--- config.mk ---
export PLATFORM = sky130hd
export DESIGN_NAME = booth_mul_arbiter
export DESIGN_NICKNAME = d
export VERILOG_FILES = /design/src/rtl/booth_mul_arbiter.sv
export SDC_FILE = /design/constraint.sdc
export NUM_CORES = 1
export LEC_CHECK = 0
export CAP_MARGIN = 20
export CELL_PAD_IN_SITES_DETAIL_PLACEMENT = 1
export CELL_PAD_IN_SITES_GLOBAL_PLACEMENT = 1
export CORE_UTILIZATION = 48
export DETAILED_ROUTE_END_ITERATION = 8
export DONT_BUFFER_PORTS = 1
export PLACE_DENSITY = 0.87
export SLEW_MARGIN = 20
export SYNTH_ARGS = -nofsm -noshare
export SYNTH_HDL_FRONTEND = slang
export SYNTH_SLANG_ARGS = --single-unit
--- constraint.sdc ---
create_clock -name clk -period 6.3 [get_ports clk]
set_clock_uncertainty 0.15 [all_clocks]
set_input_delay 1.26 -clock clk [delete_from_list [all_inputs] [get_ports clk]]
set_output_delay 1.26 -clock clk [all_outputs]
set_load 0.02 [all_outputs]
--- src/rtl/booth_mul_arbiter.sv ---
// Round-robin front end for one shared combinational Booth multiplier.
// Ports: clk, rst_n (sync, active-low); req_valid_i/req_ready_o/req_a_i/req_b_i
// per-client request channel; mul_a_o/mul_b_o/mul_p_i to the multiplier;
// rsp_valid_o/rsp_ready_i/rsp_id_o/rsp_result_o response channel;
// busy_o when either stage holds work; ops_cnt_o saturating completion count.
module booth_mul_arbiter #(
    parameter int N    = 10,
    parameter int NREQ = 4,
    parameter int IDW  = $clog2(NREQ)
) (
    input  logic              clk,
    input  logic              rst_n,
    input  logic [NREQ-1:0]   req_valid_i,
    output logic [NREQ-1:0]   req_ready_o,
    input  logic [NREQ*N-1:0] req_a_i,
    input  logic [NREQ*N-1:0] req_b_i,
    output logic [N-1:0]      mul_a_o,
    output logic [N-1:0]      mul_b_o,
    input  logic [2*N-1:0]    mul_p_i,
    output logic              rsp_valid_o,
    input  logic              rsp_ready_i,
    output logic [IDW-1:0]    rsp_id_o,
    output logic [2*N-1:0]    rsp_result_o,
    output logic              busy_o,
    output logic [15:0]       ops_cnt_o
);

    logic            v1_q, v1_d;
    logic [IDW-1:0]  id1_q, id1_d;
    logic [N-1:0]    a1_q, a1_d;
    logic [N-1:0]    b1_q, b1_d;
    logic            v2_q, v2_d;
    logic [IDW-1:0]  id2_q, id2_d;
    logic [2*N-1:0]  p2_q, p2_d;
    logic [IDW-1:0]  rr_q, rr_d;
    logic [15:0]     cnt_q, cnt_d;

    logic            s2_free;
    logic            s1_adv;
    logic            s1_free;
    logic            gnt_found;
    logic [IDW-1:0]  gnt_idx;
    logic [IDW:0]    scan;
    logic            accept;
    logic            drain;

    assign s2_free = !v2_q || rsp_ready_i;
    assign s1_adv  = v1_q && s2_free;
    assign s1_free = !v1_q || s1_adv;
    assign drain   = v2_q && rsp_ready_i;

    // Scan from the round-robin pointer; one extra bit lets the sum wrap
    // correctly for non-power-of-two NREQ.
    always_comb begin
        gnt_found = 1'b0;
        gnt_idx   = '0;
        scan      = '0;
        for (int k = 0; k < NREQ; k++) begin
            scan = {1'b0, rr_q} + (IDW+1)'(k);
            if (scan >= (IDW+1)'(NREQ)) begin
                scan = scan - (IDW+1)'(NREQ);
            end
            if (!gnt_found && req_valid_i[scan[IDW-1:0]]) begin
                gnt_found = 1'b1;
                gnt_idx   = scan[IDW-1:0];
            end
        end
    end

    // Grants are suppressed while reset is held so nothing is lost.
    assign accept      = gnt_found && s1_free && rst_n;
    assign req_ready_o = accept ? (NREQ'(1) << gnt_idx) : '0;

    always_comb begin
        v1_d  = v1_q;
        id1_d = id1_q;
        a1_d  = a1_q;
        b1_d  = b1_q;
        v2_d  = v2_q;
        id2_d = id2_q;
        p2_d  = p2_q;
        rr_d  = rr_q;
        cnt_d = cnt_q;

        if (accept) begin
            v1_d  = 1'b1;
            id1_d = gnt_idx;
            a1_d  = req_a_i[gnt_idx*N +: N];
            b1_d  = req_b_i[gnt_idx*N +: N];
            rr_d  = (gnt_idx == IDW'(NREQ-1)) ? '0 : gnt_idx + IDW'(1);
        end else if (s1_adv) begin
            v1_d = 1'b0;
        end

        if (s1_adv) begin
            v2_d  = 1'b1;
            id2_d = id1_q;
            p2_d  = mul_p_i;
        end else if (drain) begin
            v2_d = 1'b0;
        end

        if (drain && cnt_q != 16'hFFFF) begin
            cnt_d = cnt_q + 16'd1;
        end
    end

    always_ff @(posedge clk) begin
        if (!rst_n) begin
            v1_q  <= 1'b0;
            id1_q <= '0;
            a1_q  <= '0;
            b1_q  <= '0;
            v2_q  <= 1'b0;
            id2_q <= '0;
            p2_q  <= '0;
            rr_q  <= '0;
            cnt_q <= '0;
        end else begin
            v1_q  <= v1_d;
            id1_q <= id1_d;
            a1_q  <= a1_d;
            b1_q  <= b1_d;
            v2_q  <= v2_d;
            id2_q <= id2_d;
            p2_q  <= p2_d;
            rr_q  <= rr_d;
            cnt_q <= cnt_d;
        end
    end

    // Operands stay parked on the multiplier after S1 empties.
    assign mul_a_o      = a1_q;
    assign mul_b_o      = b1_q;
    assign rsp_valid_o  = v2_q;
    assign rsp_id_o     = id2_q;
    assign rsp_result_o = p2_q;
    assign busy_o       = v1_q || v2_q;
    assign ops_cnt_o    = cnt_q;

endmodule

==> metrics.yaml <==
layout:
  diodes: 0
  fin_util_pct: 53.8
  syn_to_final_growth_pct: 6.68
  drive_above_1_share_pct: 9.84
  finalNetCount: 469
  final.fill_count: 763
logic_synthesis:
  synth_area_um2: 3240
  ys_ff_latch: 64
  yosysSeqAreaShare_pct: 39.6
  synth-main-ff-cell: "dfxtp_1"
  ys_warn_count: 0
  ys_async_sr_fraction_pct: 0
  yosysTopAreaCellShare_pct: 39.6
  synth_fp_nets: 478
  synth-edff-count: 0
  yosysTopAreaCell: "dfxtp_1"
  synthDistinctLibCells: 44
  yosys-top-cells-area: "dfxtp_1 (40%), mux2i_1 (8.0%), nand2_1 (7.5%)"
  netlist_instances: 370
  syn_avg_cell_area_um2: 8.75
global_routing:
  grt_overflow: 0
  met2_usage_pct: 42.5
  grt_pass1_vias: 2887
  track_usage_pct: 25.2
  antenna_found_initial: 0
  grt_util_met3_pct: 8.06
  gr-usage-met1_pct: 28.1
  busiest_layer: "met2"
  grt_max_degree: 63
  grt_pass1_wl_um: 14100
drt:
  wirelength_um: 8690
  dr.pass1.iters: 6
  drc: 18
  vias: 2736
  drt_first_iter_violations: 106
  ant_nets: 0
  wl_per_cell_um: 19.6
  viasPerCell: 6.18
flow_run:
  maxCapViolCount: 0
floorplan:
  dieHeight_um: 84.1
  pin_count: 171
  die-area_um2: 7080
  coreArea_um2: 6420
  core.rowCount: 29
  start_util_pct: 50.4
  fp.dieW_um: 84.1
sta:
  slew_viol_final: 0
  setup_violations: 0
  final_hold_viol_count: 0
  slew_headroom_pct: 37.0
  tightest_slew_ns: 0.942
  rsz0062_at_grt: "no"
  fin_crit_sh_pct: 70.9
  finalSetupTns_ns: 0
  fmax_mhz: 224
  period_minus_slack_ns: 4.47
setup_path:
  crit_arrival_ns: 3.06
  critPathKind: "in2out"
  end_kind: "output pin"
  cp_max_fo: 12
  cp.required_ns: 4.89
  critPathLaunchType: "input port"
pwr:
  leakagePower_uw: 0.00131
  vdd_ir_drop_max_mv: 0.143
  powerDensity_nw_per_um2: 292
cts:
  clockBufferDepth: 2
  cts_made_buffers: 9
  clk_pin_slew_ns: 0.08
  post_cts_buffers: 0
  ctsHoldBuffers: 0
  clock-sinks: 64
  clk_latency_ns: 0.33
  cts-root-buf: "clkbuf_8"
  cts-resized-gates: 0
  cts_tree: "built"
  htree_levels: 3
worst_hold_path:
  hp-class: "reg2reg"
outcome:
  violations: "DRC"
  run_status: "complete, but fails checks"
placed_design:
  port-buffer-count: 0
  hpwlAfterDp_um: 6350
  gp_congestion: 0.856
[final timing paths]
| path | start | end | slack [ns] | cells past startpoint |
|---|---|---|---|---|
| min reg2reg | id1_q[0] | rsp_id_o[0] | 0.32 | 2 |
| min | id1_q[0] | rsp_id_o[0] | 0.32 | 2 |
| max | req_valid_i[3] | req_ready_o[2] | 1.83 | 4 |
| max reg2reg | rr_q[0] | mul_b_o[3] | 3.83 | 6 |
[final cells by class]
class	count	area, µm²	share of cell area, %
clock buffer	11	141	4.09
clock inverter	5	56.3	1.63
multi-input combinational	283	1860	53.7
sequential	64	1280	37.1
tap	77	96.3	2.79
timing repair buffer	3	22.5	0.652
[worst max-delay path: stages]
cell	delay (ns)
nor2_1	0.70
or4b_1	0.42
nand2_1	0.15
nor3_1	0.52
[cell usage after synthesis, types with 5 or more instances]
cell / count
nand2_1: 65
dfxtp_1: 64
nand3_1: 27
mux2i_1: 26
a21boi_0: 24
clkbuf_1: 18
nor2b_1: 16
and2_1: 15
o221ai_1: 12
xnor2_1: 12
o21ai_0: 10
a31o_2: 9
o21ai_1: 8
nand2b_1: 7
nor2_1: 6
a221oi_1: 5
nor3_1: 5
[cells by family after synthesis]
kind of cell             Yosys count  share of synthesized area (%)
AND/OR/NAND/NOR                  159                           25.1
AO/OA/AOI/OAI                     85                           20.4
flip-flops                        64                           39.6
multiplexers                      26                           8.04
buffers and inverters             23                           3.25
XOR/XNOR                          12                           3.25
adder cells (fa/ha/maj)            1                          0.386
[layer usage]
| metal | routed length [µm] | vias up | share of wire [%] |
|---|---|---|---|
| met4 | 378 | 0 | 4.3 |
| li1 | - | 1313 | - |
| met3 | 679 | 29 | 7.8 |
| met5 | 0 | - | 0 |
| met1 | 3440 | 1268 | 40 |
| met2 | 4200 | 126 | 48 |
[metrics by stage]
step / hold WS [ns] / setup WS, ns / cells / power (µW) / area, µm²
6_report: 0.324 / 1.83 / 443 / 1010 / 3450
5_1_grt: 0.370 / 1.75 / 443 / 1060 / 3450
4_1_cts: 0.338 / 1.83 / 443 / 1020 / 3450
3_5_place_dp: 0.329 / 1.86 / 427 / 667 / 3260
3_3_place_gp: 0.317 / 1.94 / 427 / 660 / 3260
2_1_floorplan: 0.291 / 2.15 / 370 / 638 / 3240
[flip-flops by register name, summed over array words and instances (netlist names)]
register	count
id1_q	2
mul_a_o	10
mul_b_o	10
ops_cnt_o	16
rr_q	2
rsp_id_o	2
rsp_result_o	20
rsp_valid_o	1
v1_q	1
[cell usage in the layout, fill, tap and decap left out, drive strengths merged, types with 2 or more instances in the layout]
master / instances
a21boi: 25
a221oi: 8
a31o: 9
and2: 15
and3: 4
and4: 2
buf: 3
clkbuf: 11
clkinv: 3
dfxtp: 64
mux2i: 26
nand2: 65
nand2b: 7
nand3: 27
nand4: 4
nor2: 7
nor2b: 16
nor3: 5
nor4: 2
o211ai: 3
o21ai: 19
o221ai: 12
o31ai: 2
xnor2: 12
[power breakdown]
part	total, µW	internal [µW]	switching, µW
logic	152	65.0	87.3
clock network	352	193	159
registers	505	439	65.2
No activity file was read; power rests on OpenSTA's default activity.
